`src/rtl/load_store_unit.sv`:
```
// Load/store unit between the execute stage and a byte-addressed big-endian RAM.
// Validates each request, issues one RAM access cycle, and returns extended load data or a fault.
module load_store_unit #(
    parameter int unsigned MEM_BYTES = 4096
) (
    input  logic        clk,
    input  logic        reset,
    input  logic        req_valid,
    output logic        req_ready,
    input  logic        req_write,
    input  logic [2:0]  req_funct3,
    input  logic [31:0] req_addr,
    input  logic [31:0] req_wdata,
    output logic        resp_valid,
    input  logic        resp_ready,
    output logic [31:0] resp_rdata,
    output logic        resp_fault,
    output logic [2:0]  mem_write_enable,
    output logic [31:0] mem_addr,
    output logic [31:0] mem_data_in,
    input  logic [31:0] mem_data_out
);

    typedef enum logic [1:0] {
        IDLE,
        ACCESS,
        RESP
    } state_t;

    state_t      state;
    state_t      state_next;

    logic        write_q;
    logic [2:0]  funct3_q;
    logic [31:0] addr_q;
    logic [31:0] wdata_q;
    logic [31:0] rdata_q;
    logic        fault_q;

    logic [2:0]  req_size;
    logic [32:0] req_end;
    logic        illegal_funct3;
    logic        misaligned;
    logic        out_of_range;
    logic        req_fault;
    logic [31:0] load_value;

    // Fault classification of the incoming request; the end address is
    // computed in 33 bits so that an access wrapping past 2^32 also faults.
    always_comb begin
        case (req_funct3[1:0])
            2'b00:   req_size = 3'd1;
            2'b01:   req_size = 3'd2;
            2'b10:   req_size = 3'd4;
            default: req_size = 3'd4;
        endcase
    end

    assign illegal_funct3 = req_write ? (req_funct3 > 3'b010)
                                      : (req_funct3 == 3'b011) || (req_funct3[2:1] == 2'b11);
    assign misaligned     = ((req_funct3[1:0] == 2'b01) && req_addr[0]) ||
                            ((req_funct3[1:0] == 2'b10) && (req_addr[1:0] != 2'b00));
    assign req_end        = {1'b0, req_addr} + {30'b0, req_size};
    assign out_of_range   = req_end > 33'(MEM_BYTES);
    assign req_fault      = illegal_funct3 || misaligned || out_of_range;

    // RAM returns bytes big-endian, so the addressed byte/half sits in the top bits.
    always_comb begin
        case (funct3_q)
            3'b000:  load_value = {{24{mem_data_out[31]}}, mem_data_out[31:24]};
            3'b001:  load_value = {{16{mem_data_out[31]}}, mem_data_out[31:16]};
            3'b010:  load_value = mem_data_out;
            3'b100:  load_value = {24'b0, mem_data_out[31:24]};
            3'b101:  load_value = {16'b0, mem_data_out[31:16]};
            default: load_value = 32'b0;
        endcase
    end

    // NOTE: state and datapath registers use non-blocking assignments so every
    // flop samples the pre-edge values, independent of statement order.
    always_ff @(posedge clk) begin
        if (reset) begin
            state <= IDLE;
        end else begin
            state <= state_next;
        end
    end

    // NOTE: every output of this block gets a default first, so no path
    // through the case statement can leave a signal unassigned and infer a latch.
    always_comb begin
        state_next       = state;
        req_ready        = 1'b0;
        resp_valid       = 1'b0;
        mem_write_enable = 3'b000;
        case (state)
            IDLE: begin
                req_ready = 1'b1;
                if (req_valid) begin
                    state_next = req_fault ? RESP : ACCESS;
                end
            end
            ACCESS: begin
                state_next = RESP;
                // Gating by reset keeps an aborted store from committing at the reset edge.
                if (write_q && !reset) begin
                    case (funct3_q[1:0])
                        2'b00:   mem_write_enable = 3'b100;
                        2'b01:   mem_write_enable = 3'b010;
                        2'b10:   mem_write_enable = 3'b001;
                        default: mem_write_enable = 3'b000;
                    endcase
                end
            end
            RESP: begin
                resp_valid = 1'b1;
                if (resp_ready) begin
                    state_next = IDLE;
                end
            end
            default: state_next = IDLE;
        endcase
    end

    always_ff @(posedge clk) begin
        if (reset) begin
            write_q  <= 1'b0;
            funct3_q <= 3'b000;
            addr_q   <= 32'b0;
            wdata_q  <= 32'b0;
            rdata_q  <= 32'b0;
            fault_q  <= 1'b0;
        end else begin
            case (state)
                IDLE: begin
                    if (req_valid) begin
                        write_q  <= req_write;
                        funct3_q <= req_funct3;
                        addr_q   <= req_addr;
                        wdata_q  <= req_wdata;
                        fault_q  <= req_fault;
                        rdata_q  <= 32'b0;
                    end
                end
                ACCESS: begin
                    rdata_q <= write_q ? 32'b0 : load_value;
                end
                default: ;
            endcase
        end
    end

    assign mem_addr    = addr_q;
    assign mem_data_in = wdata_q;
    assign resp_rdata  = rdata_q;
    assign resp_fault  = fault_q;

endmodule

```
`config.mk`:
```
export PLATFORM = sky130hd
export DESIGN_NAME = load_store_unit
export DESIGN_NICKNAME = d
export VERILOG_FILES = /design/src/rtl/load_store_unit.sv
export SDC_FILE = /design/constraint.sdc
export NUM_CORES = 1
export LEC_CHECK = 0
export CAP_MARGIN = 15
export CORE_ASPECT_RATIO = 1.2
export CORE_MARGIN = 10
export CORE_UTILIZATION = 40
export DETAILED_ROUTE_END_ITERATION = 16
export PLACE_DENSITY = 0.77
export SKIP_CTS_REPAIR_TIMING = 1
export SLEW_MARGIN = 25
export SYNTH_ARGS = -nofsm -noshare
export SYNTH_HDL_FRONTEND = slang
export SYNTH_SLANG_ARGS = --single-unit
```
`constraint.sdc`:
```
create_clock -name clk -period 3.4 [get_ports clk]
set_input_delay 0.68 -clock clk [delete_from_list [all_inputs] [get_ports clk]]
set_output_delay 0.68 -clock clk [all_outputs]
set_load 0.01 [all_outputs]
```
==> impl_metrics.py, run 1 <==
metrics = {
    "outcome": {
        "status": "complete, no violations",
    },
    "sta": {
        "slew_viol_final": 0,
        "slew-limit-headroom_pct": 30.2,
        "worst_pin_slew_ps": 1040,
        "rsz0062_at_grt": "no",
        "fin_skew_ps": 4.01,
        "post-route-period-util_pct": 93.3,
        "layout_min_cycle_time_ps": 3170,
        "setup_viol": 0,
        "finalHoldViolCount": 0,
        "clock.fmax_ghz": 0.315,
        "setup_slack_ps": 229,
    },
    "place": {
        "gp_congestion": 0.966,
        "post-place-ws_ps": -428,
        "dp.final_hpwl_um": 14000,
        "io_buffers": 205,
        "place_area_mm2": 0.00717,
        "dpl.cell_count": 996,
    },
    "power_and_ir_drop": {
        "p_per_area_mw_per_mm2": 395,
        "leakage_nw": 2.77,
        "ir_worst_vdd_mv": 0.264,
        "total_power_w": 0.00298,
    },
    "critical_path": {
        "reg2reg_to": "resp_rdata[5]",
        "path_cells": "clkdlybuf4s50_1 -> fa_2 -> a21o_4 -> buf_4 -> nand4_1 -> buf_4 -> nor3_1 -> a2111oi_2 -> nand4_1 -> nor4_4 -> o221ai_1",
        "slowest_stage": "clkdlybuf4s50_1",
        "cp.arrival_ps": 3370,
        "r2r_cells": 6,
        "cp-start-kind": "input port",
        "regToRegSetupSlack_ps": 1330,
        "critPathKind": "in2reg",
        "r2r-start": "funct3_q[1]",
        "critPathRequiredTime_ps": 3600,
        "critical_path.endpoint_type": "register",
        "slowest_delay_ps": 490,
        "crit_fanout": 3,
    },
    "finish": {
        "nFillCells": 1088,
        "area_growth_pct": 55.6,
        "instances_no_fill": 1015,
        "final_util_pct": 62.9,
        "final_layout_size_suffix_gt1_share_pct": 8.78,
        "antenna_cells": 0,
        "fin_area_mm2": 0.00755,
        "nets": 957,
    },
    "routing": {
        "vias": 5500,
        "wire_per_inst_um": 18.0,
        "ant_nets": 0,
        "route.detailed.vias_per_inst": 5.42,
        "drtIter0Drc": 625,
        "firstDrtPassIters": 6,
        "route.detailed.drc": 0,
        "drt_wl_total_um": 18200,
    },
    "cts": {
        "root_buffer": "clkbuf_16",
        "path_clk_slew_ps": 70,
        "cts_tree": "done",
        "numCtsBuffers": 9,
        "ctsHtreeMaxLevel": 3,
        "max-clock-path-buffers": 2,
        "clock_sinks": 103,
        "clock_latency_ps": 350,
    },
    "logic_synthesis": {
        "synth-seq-cells": 103,
        "synth_edf_count": 0,
        "yosysSeqAreaShare_pct": 42.5,
        "syn_area_mm2": 0.00485,
        "ys_types": 55,
        "netlist_instances": 646,
        "syn-num-nets": 754,
        "yosys_warnings": 0,
        "synth.avg_cell_area_um2": 7.51,
        "yosys_most_used_dff": "dfxtp_1",
        "synth-async-reset-ratio_pct": 0,
    },
    "die": {
        "die_area_mm2": 0.0170,
        "die_h_um": 141,
        "die_w_um": 121,
        "start_util_pct": 40.5,
        "boundaryPins": 206,
        "core-area_mm2": 0.0120,
        "rows": 44,
    },
    "grt": {
        "grt_max_degree": 106,
        "overflow": 0,
        "grt_pass1_wl_um": 28000,
        "grt_pass1_vias": 5431,
        "grt_usage_pct": 20.2,
        "antenna_found_initial": 0,
    },
    "hold_path": {
        "hp-start": "mem_addr[27]",
        "hold_class": "reg2reg",
        "hold-path-endpoint": "mem_addr[27]",
        "min_delay_path_depth": 2,
    },
    "job": {
        "max_cap_viol_count": 0,
    },
}
-- routing by layer --
| metal | GRT usage (%) | wire, µm | up-vias |
|---|---|---|---|
| li1 | - | - | 2633 |
| met1 | 21.3 | 6830 | 2552 |
| met2 | 35.8 | 9230 | 265 |
| met3 | 6.79 | 1550 | 50 |
| met4 | 8.59 | 613 | 0 |
| met5 | 0 | 0 | - |
-- cells in the final DEF, fill, tap and decap left out, types with 2 or more instances in the layout --
cell type,n
nor3_1,11
dfxtp_1,103
nand2_1,154
a211oi_1,4
a31oi_1,2
a22oi_1,16
and2_1,3
or3b_2,2
and4_1,3
nand4_1,13
nand2b_1,3
nand4b_1,2
clkinv_4,2
ha_1,2
dlymetal6s2s_1,3
buf_4,34
a41o_1,2
xor2_1,6
mux2i_1,5
o21ai_0,11
inv_1,2
clkdlybuf4s50_1,201
a21oi_1,119
o2bb2ai_1,8
and3_1,4
xnor2_1,3
nor4_1,4
clkbuf_16,9
or2_2,5
nor2_1,63
nor2b_1,11
nand3_1,8
-- worst max-delay path: cells and delay by family --
kind,cells,cell delay (ps)
fa+ha+maj,1,450
buf+inv,3,750
compound gates,3,710
simple gates,4,780
-- cells by family after synthesis --
family / after synthesis / synth area share [%]
adder cells (fa/ha/maj): 4 / 1.19
multiplexers: 6 / 1.26
flip-flops: 103 / 42.5
AND/OR/NAND/NOR: 297 / 27.7
XOR/XNOR: 9 / 1.62
buffers and inverters: 49 / 3.89
AO/OA/AOI/OAI: 178 / 21.8
-- registers in the layout, summed over array words and instances, names as in the netlist --
name         cells
state            2
write_q          1
resp_fault       1
resp_rdata      32
mem_data_in     32
mem_addr        32
funct3_q         3
-- worst max-delay path by stage --
stage,startpoint,endpoint,slack (ps),cells past startpoint
global route,req_addr[1],state[0],70,11
detailed placement,req_funct3[1],state[1],-430,13
global placement,req_funct3[1],state[1],-260,11
finish,req_addr[1],state[1],230,11
floorplan,req_funct3[0],state[1],450,10
CTS,req_funct3[1],state[1],-50,13
-- cell usage after synthesis, types with 6 or more instances --
cell       count  area share [%]
a21oi_1      119              12
a22oi_1       16             2.5
clkbuf_1      40             3.1
dfxtp_1      103              42
nand2_1      155              12
nand3_1        8            0.82
nand4_1       13             1.7
nor2_1        63             4.9
nor2b_1       12             1.5
nor3_1        11             1.1
o21ai_0       11             1.1
o2bb2ai_1      8             1.4
xor2_1         6             1.1
-- area by class of cell --
| type | count | area [µm²] | share of cell area, % |
|---|---|---|---|
| clock buffer | 10 | 239 | 3.16 |
| clock inverter | 6 | 75.1 | 0.994 |
| multi-input combinational | 494 | 2650 | 35.1 |
| tap | 161 | 201 | 2.67 |
| timing repair buffer | 239 | 2320 | 30.7 |
| sequential | 103 | 2060 | 27.3 |
| inverter | 2 | 7.51 | 0.0994 |
-- stage by stage --
step                TNS (ps)  hold slack [ps]
detailed placement     -1210              446
floorplan                  0              467
global placement        -704              441
CTS                    -86.5              456
global route               0              474
finish                     0              454
-- report_power, final --
part | switching [W] | internal (W)
registers | 0.0000301 | 0.00126
clock network | 0.000485 | 0.000602
logic | 0.000304 | 0.000304
total | 0.000819 | 0.00216
Note: power is estimated with default switching activity, not from simulation.
==> run 2: changes to the inputs <==
--- a/config.mk
+++ b/config.mk
@@ -8,9 +8,9 @@
 export CAP_MARGIN = 15
 export CORE_ASPECT_RATIO = 1.2
 export CORE_MARGIN = 10
-export CORE_UTILIZATION = 40
+export CORE_UTILIZATION = 39
 export DETAILED_ROUTE_END_ITERATION = 16
-export PLACE_DENSITY = 0.77
+export PLACE_DENSITY = 0.78
 export SKIP_CTS_REPAIR_TIMING = 1
 export SLEW_MARGIN = 25
 export SYNTH_ARGS = -nofsm -noshare
==> constraint.sdc (replaced) <==
create_clock -name clk -period 2.8 [get_ports clk]
set_input_delay 0.56 -clock clk [delete_from_list [all_inputs] [get_ports clk]]
set_output_delay 0.56 -clock clk [all_outputs]
set_load 0.01 [all_outputs]
==> impl_metrics.py, run 2 (synthesis gave the netlist of run 1 again) <==
metrics = {
    "outcome": {
        "status": "complete, no violations",
    },
    "routing": {
        "ant_nets": 0,
        "wire_per_inst_um": 18.1,
        "firstDrtPassIters": 7,
        "route.detailed.drc": 0,
        "vias": 5530,
        "route.detailed.vias_per_inst": 5.34,
        "drt_wl_total_um": 18700,
        "drtIter0Drc": 518,
    },
    "sta": {
        "clock.fmax_ghz": 0.364,
        "setup_viol": 0,
        "setup_tns_ps": 0,
        "whs_ps": 454,
        "fin_skew_ps": 6.89,
        "post-route-period-util_pct": 98.2,
        "rsz0062_at_grt": "yes",
        "layout_min_cycle_time_ps": 2750,
        "finalHoldViolCount": 0,
        "slew-limit-headroom_pct": 44.8,
        "worst_pin_slew_ps": 828,
        "slew_viol_final": 0,
    },
    "grt": {
        "grt_usage_pct": 20.3,
        "antenna_found_initial": 1,
        "overflow": 0,
        "grt_pass1_wl_um": 28600,
        "grt_pass1_vias": 5610,
        "grt_max_degree": 106,
    },
    "critical_path": {
        "path_cells": "nand2b_1 -> or3b_2 -> nor3_1 -> clkdlybuf4s50_1",
        "cp-start-kind": "register",
        "crit_fanout": 5,
        "endpoint": "mem_write_enable[2]",
        "reg2reg_to": "resp_rdata[7]",
        "critPathKind": "reg2out",
        "critPathRequiredTime_ps": 2240,
        "r2r-start": "funct3_q[1]",
        "crit_start": "state[1]",
        "slowest_stage": "clkdlybuf4s50_1",
        "r2r_cells": 6,
        "regToRegSetupSlack_ps": 660,
        "cp.arrival_ps": 2190,
        "critical_path.endpoint_type": "output pin",
        "slowest_delay_ps": 580,
    },
    "power_and_ir_drop": {
        "sw_frac_of_total_pct": 27.2,
        "leakage_nw": 2.91,
        "power_frac_seq_pct": 43.0,
        "internal_power_w": 0.00265,
        "p_switching_w": 0.000993,
        "pwr-share-comb_pct": 21.3,
        "ir_worst_vdd_mv": 0.331,
        "p_per_area_mw_per_mm2": 467,
        "clkPwrFrac_pct": 35.7,
    },
    "hold_path": {
        "hold_class": "reg2reg",
        "min_delay_path_depth": 2,
        "hp-start": "mem_data_in[23]",
    },
    "die": {
        "rows": 44,
        "core-area_mm2": 0.0122,
        "start_util_pct": 39.9,
        "die_h_um": 142,
        "die_area_mm2": 0.0173,
        "die_w_um": 122,
        "boundaryPins": 206,
    },
    "finish": {
        "nets": 977,
        "ff_latch_area_mm2": 0.00206,
        "antenna_cells": 0,
        "nFillCells": 1038,
        "layout_commonest_cell": "clkdlybuf4s50_1",
        "final_layout_size_suffix_gt1_share_pct": 11.9,
        "multi_input_area_mm2": 0.00272,
        "layout_common_cells": "198 x clkdlybuf4s50_1, 154 x nand2_1, 118 x a21oi_1, 102 x dfxtp_1, 61 x nor2_1",
        "area_growth_pct": 60.5,
    },
    "cts": {
        "root_buffer": "clkbuf_16",
        "clock_latency_ps": 350,
        "ctsHtreeMaxLevel": 3,
        "max-clock-path-buffers": 2,
        "cts_tree": "done",
        "path_clk_slew_ps": 70,
        "clock_sinks": 103,
        "numCtsBuffers": 9,
    },
    "place": {
        "dp.final_hpwl_um": 14200,
        "io_buffers": 205,
        "gp_congestion": 0.927,
    },
    "job": {
        "max_cap_viol_count": 0,
    },
}
[run 2: power by group through the flow]
stage               logic (W)  registers, W  clock network, W
finish               0.000776       0.00157           0.00130
global route         0.000838       0.00157           0.00140
CTS                  0.000755       0.00157           0.00133
detailed placement   0.000751       0.00160                 0
global placement     0.000737       0.00159                 0
floorplan            0.000291       0.00162                 0
[run 2: worst min-delay path by stage]
| stage | endpoint | slack, ps |
|---|---|---|
| final | mem_data_in[23] | 450 |
| after floorplan | write_q | 470 |
| after CTS | mem_data_in[23] | 460 |
| after detailed placement | mem_data_in[23] | 450 |
| after global placement | mem_addr[11] | 440 |
| after global routing | mem_addr[26] | 480 |
[run 2: final cells by class]
class,instances,share of cell area (%)
clock buffer,11,3.11
sequential,103,26.5
tap,161,2.58
multi-input combinational,494,34.9
clock inverter,5,0.835
timing repair buffer,259,32.0
inverter,2,0.0963
[run 2: routing by layer]
layer / global-route usage, % / vias up / part of all wire, %
met5: 0 / - / 0.037
met4: 8.61 / 2 / 3.3
met3: 7.11 / 51 / 9.2
met2: 35.9 / 266 / 50
met1: 21.2 / 2533 / 38
li1: - / 2678 / -
[run 2: per-stage QoR]
| stage | worst slack (ps) | area [µm²] | power, W | instances | utilization [%] |
|---|---|---|---|---|---|
| global placement | -682 | 7350 | 0.00233 | 1018 | 60.4 |
| CTS | -408 | 7670 | 0.00365 | 1034 | 63.0 |
| global route | -36.7 | 7790 | 0.00381 | 1035 | 64.1 |
| detailed placement | -758 | 7360 | 0.00235 | 1018 | 60.5 |
| floorplan | 39.5 | 4850 | 0.00191 | 646 | - |
| finish | 50.4 | 7790 | 0.00364 | 1035 | 64.1 |
[run 2: critical path: cells and delay by family, from the launching register on]
kind	cells	cell delay, ps
buf+inv	1	580
simple gates	3	920
flops	1	340
==> run 3: changes to the inputs <==
--- a/config.mk
+++ b/config.mk
@@ -5,6 +5,7 @@
 export SDC_FILE = /design/constraint.sdc
 export NUM_CORES = 1
 export LEC_CHECK = 0
+export ABC_AREA = 0
 export CAP_MARGIN = 15
 export CORE_ASPECT_RATIO = 1.2
 export CORE_MARGIN = 10
==> results of run 3 <==
Same layout as run 2: the final DEF is identical, and so are final timing and power.
